File: src/rtl/uart_tx_fifo.sv
// UART transmitter with an internal transmit FIFO, runtime parity/stop-bit
// selection and a valid/ready write port; characters leave LSB-first on DATAo.
module uart_tx_fifo #(
  parameter int unsigned FREQ_CLK   = 100000000,
  parameter int unsigned DATA_WDTH  = 8,
  parameter int unsigned FIFO_DEPTH = 16
) (
  input  logic                        CLKip,
  input  logic                        RSTi,
  input  logic [DATA_WDTH-1:0]        TXi,
  input  logic                        TX_VALIDi,
  output logic                        TX_READYo,
  input  logic [31:0]                 BAUD_RATEi,
  input  logic [1:0]                  PARITYi,
  input  logic                        STOP2i,
  output logic                        BUSYo,
  output logic                        DONEo,
  output logic                        OVFo,
  output logic [$clog2(FIFO_DEPTH):0] FIFO_CNTo,
  output logic                        DATAo
);
  localparam int unsigned AW = $clog2(FIFO_DEPTH);
  localparam int unsigned CW = AW + 1;
  localparam int unsigned BW = 32;
  localparam int unsigned IW = $clog2(DATA_WDTH);
  localparam logic [BW-1:0] DEFAULT_BAUD = BW'(115200);

  typedef enum logic [2:0] {S_IDLE, S_START, S_DATA, S_PARITY, S_STOP} state_t;

  logic [DATA_WDTH-1:0] r_mem [FIFO_DEPTH];
  logic [AW-1:0]        r_wr_ptr, r_rd_ptr;
  logic [CW-1:0]        r_cnt;
  logic                 r_ovf;
  logic                 w_full, w_not_empty, w_wr, w_pop;

  state_t               r_state, w_state_nxt;
  logic [BW-1:0]        r_tick, w_tick_nxt;
  logic [BW-1:0]        r_period, w_period_nxt;
  logic [DATA_WDTH-1:0] r_shift, w_shift_nxt;
  logic [IW-1:0]        r_bit_idx, w_bit_idx_nxt;
  logic                 r_par_en, w_par_en_nxt;
  logic                 r_par_bit, w_par_bit_nxt;
  logic                 r_stop2, w_stop2_nxt;
  logic                 r_stop_sec, w_stop_sec_nxt;
  logic                 r_data, w_data_nxt;
  logic                 r_busy, r_done, w_done_nxt;

  logic [BW-1:0]        w_baud, w_div, w_period_new;
  logic [DATA_WDTH-1:0] w_pop_char;
  logic                 w_tick_last;

  assign w_full      = (r_cnt == CW'(FIFO_DEPTH));
  assign w_not_empty = (r_cnt != '0);
  assign w_wr        = TX_VALIDi && !w_full;
  assign TX_READYo   = !w_full;
  assign FIFO_CNTo   = r_cnt;
  assign OVFo        = r_ovf;
  assign DATAo       = r_data;
  assign BUSYo       = r_busy;
  assign DONEo       = r_done;

  // Frame settings are captured from these at pop time only
  assign w_baud       = (BAUD_RATEi == '0) ? DEFAULT_BAUD : BAUD_RATEi;
  assign w_div        = BW'(FREQ_CLK) / w_baud;
  assign w_period_new = (w_div == '0) ? BW'(1) : w_div;
  assign w_pop_char   = r_mem[r_rd_ptr];
  assign w_tick_last  = (r_tick == r_period - BW'(1));

  always_ff @(posedge CLKip) begin
    if (w_wr) r_mem[r_wr_ptr] <= TXi;
  end

  always_ff @(posedge CLKip) begin
    if (RSTi) begin
      r_wr_ptr <= '0;
      r_rd_ptr <= '0;
      r_cnt    <= '0;
      r_ovf    <= 1'b0;
    end else begin
      if (w_wr)  r_wr_ptr <= r_wr_ptr + AW'(1);
      if (w_pop) r_rd_ptr <= r_rd_ptr + AW'(1);
      if (w_wr && !w_pop)      r_cnt <= r_cnt + CW'(1);
      else if (!w_wr && w_pop) r_cnt <= r_cnt - CW'(1);
      if (TX_VALIDi && w_full) r_ovf <= 1'b1;
    end
  end

  always_ff @(posedge CLKip) begin
    if (RSTi) begin
      r_state    <= S_IDLE;
      r_tick     <= '0;
      r_period   <= BW'(1);
      r_shift    <= '0;
      r_bit_idx  <= '0;
      r_par_en   <= 1'b0;
      r_par_bit  <= 1'b0;
      r_stop2    <= 1'b0;
      r_stop_sec <= 1'b0;
      r_data     <= 1'b1;
      r_busy     <= 1'b0;
      r_done     <= 1'b0;
    end else begin
      r_state    <= w_state_nxt;
      r_tick     <= w_tick_nxt;
      r_period   <= w_period_nxt;
      r_shift    <= w_shift_nxt;
      r_bit_idx  <= w_bit_idx_nxt;
      r_par_en   <= w_par_en_nxt;
      r_par_bit  <= w_par_bit_nxt;
      r_stop2    <= w_stop2_nxt;
      r_stop_sec <= w_stop_sec_nxt;
      r_data     <= w_data_nxt;
      r_busy     <= (w_state_nxt != S_IDLE);
      r_done     <= w_done_nxt;
    end
  end

  // Line value is computed for the next state so DATAo is registered
  always_comb begin
    w_state_nxt    = r_state;
    w_tick_nxt     = r_tick + BW'(1);
    w_period_nxt   = r_period;
    w_shift_nxt    = r_shift;
    w_bit_idx_nxt  = r_bit_idx;
    w_par_en_nxt   = r_par_en;
    w_par_bit_nxt  = r_par_bit;
    w_stop2_nxt    = r_stop2;
    w_stop_sec_nxt = r_stop_sec;
    w_data_nxt     = r_data;
    w_done_nxt     = 1'b0;
    w_pop          = 1'b0;
    case (r_state)
      S_IDLE: begin
        w_tick_nxt = '0;
        w_data_nxt = 1'b1;
        w_pop      = w_not_empty;
      end
      S_START: if (w_tick_last) begin
        w_state_nxt   = S_DATA;
        w_tick_nxt    = '0;
        w_bit_idx_nxt = '0;
        w_data_nxt    = r_shift[0];
      end
      S_DATA: if (w_tick_last) begin
        w_tick_nxt = '0;
        if (r_bit_idx == IW'(DATA_WDTH - 1)) begin
          if (r_par_en) begin
            w_state_nxt = S_PARITY;
            w_data_nxt  = r_par_bit;
          end else begin
            w_state_nxt    = S_STOP;
            w_data_nxt     = 1'b1;
            w_stop_sec_nxt = 1'b0;
          end
        end else begin
          w_bit_idx_nxt = r_bit_idx + IW'(1);
          w_shift_nxt   = r_shift >> 1;
          w_data_nxt    = r_shift[1];
        end
      end
      S_PARITY: if (w_tick_last) begin
        w_state_nxt    = S_STOP;
        w_tick_nxt     = '0;
        w_data_nxt     = 1'b1;
        w_stop_sec_nxt = 1'b0;
      end
      S_STOP: if (w_tick_last) begin
        w_tick_nxt = '0;
        if (r_stop2 && !r_stop_sec) begin
          w_stop_sec_nxt = 1'b1;
        end else begin
          w_state_nxt = S_IDLE;
          w_data_nxt  = 1'b1;
          w_done_nxt  = 1'b1;
          w_pop       = w_not_empty;
        end
      end
      default: begin
        w_state_nxt = S_IDLE;
        w_data_nxt  = 1'b1;
      end
    endcase
    // A pop always starts a new frame with freshly latched settings
    if (w_pop) begin
      w_state_nxt   = S_START;
      w_tick_nxt    = '0;
      w_data_nxt    = 1'b0;
      w_shift_nxt   = w_pop_char;
      w_period_nxt  = w_period_new;
      w_par_en_nxt  = (PARITYi == 2'b01) || (PARITYi == 2'b10);
      w_par_bit_nxt = (PARITYi == 2'b01) ? ~(^w_pop_char) : ^w_pop_char;
      w_stop2_nxt   = STOP2i;
    end
  end
endmodule

File: config.mk
export PLATFORM = sky130hd
export DESIGN_NAME = uart_tx_fifo
export DESIGN_NICKNAME = d
export VERILOG_FILES = /design/src/rtl/uart_tx_fifo.sv
export SDC_FILE = /design/constraint.sdc
export NUM_CORES = 2
export LEC_CHECK = 0
export CORE_MARGIN = 3
export CORE_UTILIZATION = 62
export CTS_BUF_LIST = sky130_fd_sc_hd__clkbuf_8
export CTS_CLUSTER_DIAMETER = 30
export CTS_CLUSTER_SIZE = 8
export DETAILED_ROUTE_END_ITERATION = 12
export DONT_BUFFER_PORTS = 1
export GPL_TIMING_DRIVEN = 1
export PLACE_DENSITY = 0.81
export SLEW_MARGIN = 30
export SYNTH_ARGS = -nofsm -noshare
export SYNTH_HDL_FRONTEND = slang
export SYNTH_SLANG_ARGS = --single-unit
File: constraint.sdc
create_clock -name CLKip -period 89.3 [get_ports CLKip]
set_input_delay 17.86 -clock CLKip [delete_from_list [all_inputs] [get_ports CLKip]]
set_output_delay 17.86 -clock CLKip [all_outputs]
set_load 0.005 [all_outputs]
==> flow_summary.yaml <==
clock_network:
  h-tree-depth: 2
  cts_tree: "built"
  cts_buffer_depth: 3
  cts-root-buf: "clkbuf_8"
  clock_latency_ns: 0.59
  clk_pin_slew_worst_paths_ns: 0.05
  numCtsBuffers: 45
  cts_hold_buf: 0
  cts.sinks: 231
setup_path:
  cp-end-kind: "register"
  cp_data_required_time_ns: 89.75
  crit_slowest_cell: "or4_1"
  r2r_start: "r_period[17]$_SDFFE_PP0P_"
  cp.arrival_ns: 86.95
  cp_common_cell: "ha_1"
  r2r_slack_ns: 83.47
  critPathMaxFanout: 29
  critPathLaunchType: "input pin"
  slowest_delay_ns: 0.63
  critPathLaunch: "BAUD_RATEi[17]"
  critPathKind: "in2reg"
finish:
  multi_input_area_sq_um: 35800
  fin_nets: 6357
  final_common_cell: "nor2_1"
  regArea_sq_um: 5910
  final_cells: 6709
  mostFrequentLayoutCells: "nor2_1, nand2_1, a21oi_1"
  fillers: 5865
  fin_area_sq_um: 45800
  drive_above_1_share: 0.0922
  syn2layout_area_growth_pct: 7.36
  fin_util: 0.677
timing:
  hold_viol_final: 0
  report.final.slew_viol_count: 0
  worst_pin_slew_ns: 1.15
  post-route-worst-setup-slack_ns: 2.80
  fmax_ghz: 0.0116
  worst_hold_slack_ns: 0.462
  finalSetupTns_ns: 0
  fin_crit_sh: 0.969
  max_slew_margin: 0.226
  setup_viol: 0
  clock-skew-final_ns: 0.0384
  fin_crit_ns: 86.50
synthesis:
  async_reset_ff_frac: 0
  synth_edf_count: 128
  ys_ff_latch: 231
  yosysSeqAreaShare: 0.138
  synth_flop_cell: "edfxtp_1"
  synth_top_area_share: 0.149
  synthDistinctLibCells: 110
  netlist_instances: 5783
  syn-num-nets: 6339
  ys_warn_count: 0
  synth_area_leaders: "ha_1, edfxtp_1, a21oi_1, xnor2_1, nor2_1"
  syn_area_sq_um: 42700
  synth.largest_area_cell: "ha_1"
  synth_area_per_cell_sq_um: 7.38
drt:
  routedWlPerCell_um: 25.4
  drt-pass1-iter-count: 9
  drc: 0
  drt_iter0_markers: 6324
  routed_wl_mm: 171
  ant_nets: 0
  vias: 48300
  via_per_inst: 7.19
floorplanning:
  chipHeight_um: 268
  die_w_um: 268
  initial_utilization: 0.631
  die-area_sq_um: 72000
  rows: 95
  coreArea_sq_um: 67600
  io_pins: 56
global_routing:
  grt_usage: 0.450
  top_usage_layer: "met2"
  grtUsageMet2: 0.688
  grt_pass1_wl_mm: 255
  grt_max_degree: 82
  gr-usage-met3: 0.0949
  grt.met1_usage: 0.577
  overflow: 0
  first_global_vias: 43800
  antenna_found_initial: 4
worst_hold_path:
  hold_path.class: "reg2reg"
  hp-start: "r_shift[2]$_SDFFE_PP0P_"
run:
  drv_cap: 0
power_and_ir_drop:
  ir_drop_mv: 0.0185
  clock_power_share: 0.248
  combPwrFrac: 0.459
  p_leak_nw: 19.4
  p_int_uw: 254
  seq_power_share: 0.294
  power.density_nw_per_um2: 9.43
  p_switching_uw: 178
  p_total_uw: 432
  p_sw_frac: 0.413
placement:
  dp_hpwl_mm: 129
  portBuffers: 0
  place_inst: 6611
  place_congestion: 1.12
  post-place-ws_ns: -1.59
  placed_area_sq_um: 44300
status:
  status: "finished, final reports clean"
## power by group through the flow
stage               clock network (mW)  logic (mW)  registers, mW
finish                           0.107       0.198          0.127
global route                     0.112       0.212          0.127
CTS                              0.107       0.192          0.127
detailed placement                   0       0.190          0.129
global placement                     0       0.187          0.128
floorplan                            0       0.145          0.126
## repair_timing
item                                    CTS  global route
gates cloned                              1             2
gates resized for setup                  14            86
endpoints found under the setup margin    6             7
pin swaps                                 1            11
setup buffers                             0            13
## layout make-up
cell class | count | area share
Antenna cell | 1 | 0.0000546
Multi-Input combinational cell | 5155 | 0.782
Inverter | 193 | 0.0158
Clock buffer | 46 | 0.0138
Timing Repair Buffer | 175 | 0.0297
Clock inverter | 35 | 0.00604
Tap cell | 873 | 0.0238
Sequential cell | 231 | 0.129
## routing by layer
metal | vias to the layer above | wire length, um | share of wire
met2 | 3407 | 71400 | 0.42
li1 | 21800 | - | -
met5 | - | 44 | 0.00026
met4 | 6 | 13500 | 0.079
met3 | 793 | 20900 | 0.12
met1 | 22300 | 64900 | 0.38
## worst max-delay path, delay by kind of cell
family | cells | cell delay (ns)
multiplexers | 4 | 1.23
AND/OR/NAND/NOR | 67 | 14.13
buffers and inverters | 32 | 5.70
XOR/XNOR | 1 | 0.32
AO/OA/AOI/OAI | 150 | 38.01
adder cells (fa/ha/maj) | 30 | 9.59
## cell families after synthesis
logic type | Yosys count | synth area share
and+or+nand+nor | 2110 | 0.234
adders and majority gates | 511 | 0.150
DFF | 231 | 0.138
other | 1 | 0.0000879
muxes | 141 | 0.0463
buffers and inverters | 400 | 0.0366
AOI/OAI and AO/OA | 1948 | 0.304
xor gates and xnor gates | 441 | 0.0905
## cell usage after synthesis (32+ instances only)
| cell | n |
|---|---|
| nor2_1 | 631 |
| nand2_1 | 605 |
| a21oi_1 | 524 |
| ha_1 | 509 |
| o21ai_0 | 352 |
| xnor2_1 | 271 |
| inv_1 | 191 |
| a21o_1 | 188 |
| xor2_1 | 170 |
| nand3_1 | 164 |
| nor3_1 | 148 |
| clkbuf_1 | 145 |
| edfxtp_1 | 128 |
| o21a_1 | 124 |
| dfxtp_1 | 103 |
| a31oi_1 | 95 |
| nand2b_1 | 94 |
| or3_1 | 68 |
| o211ai_1 | 67 |
| and3_1 | 62 |
| nand4_1 | 60 |
| a211oi_1 | 56 |
| nor2b_1 | 56 |
| o31ai_1 | 52 |
| mux2_2 | 51 |
| mux2i_1 | 50 |
| o21bai_1 | 50 |
| and2_1 | 47 |
| mux4_2 | 40 |
| nor4_1 | 36 |
| buf_1 | 32 |
## registers in the layout, indices dropped and copies added (netlist names), 3 cells and up, named ones only
signal	cells
r_shift	8
r_wr_ptr	4
r_rd_ptr	4
FIFO_CNTo	5
r_tick	32
r_bit_idx	3
r_state	3
r_mem	128
r_period	32
## final timing paths
path / to / cells after the start
max reg2reg: FIFO_CNTo[4]$_SDFFE_PP0P_ / 19
min reg2reg: r_shift[2]$_SDFFE_PP0P_ / 2
max: r_period[12]$_SDFFE_PP0P_ / 284
min: r_shift[2]$_SDFFE_PP0P_ / 2
(Power assumes the default switching activity.)
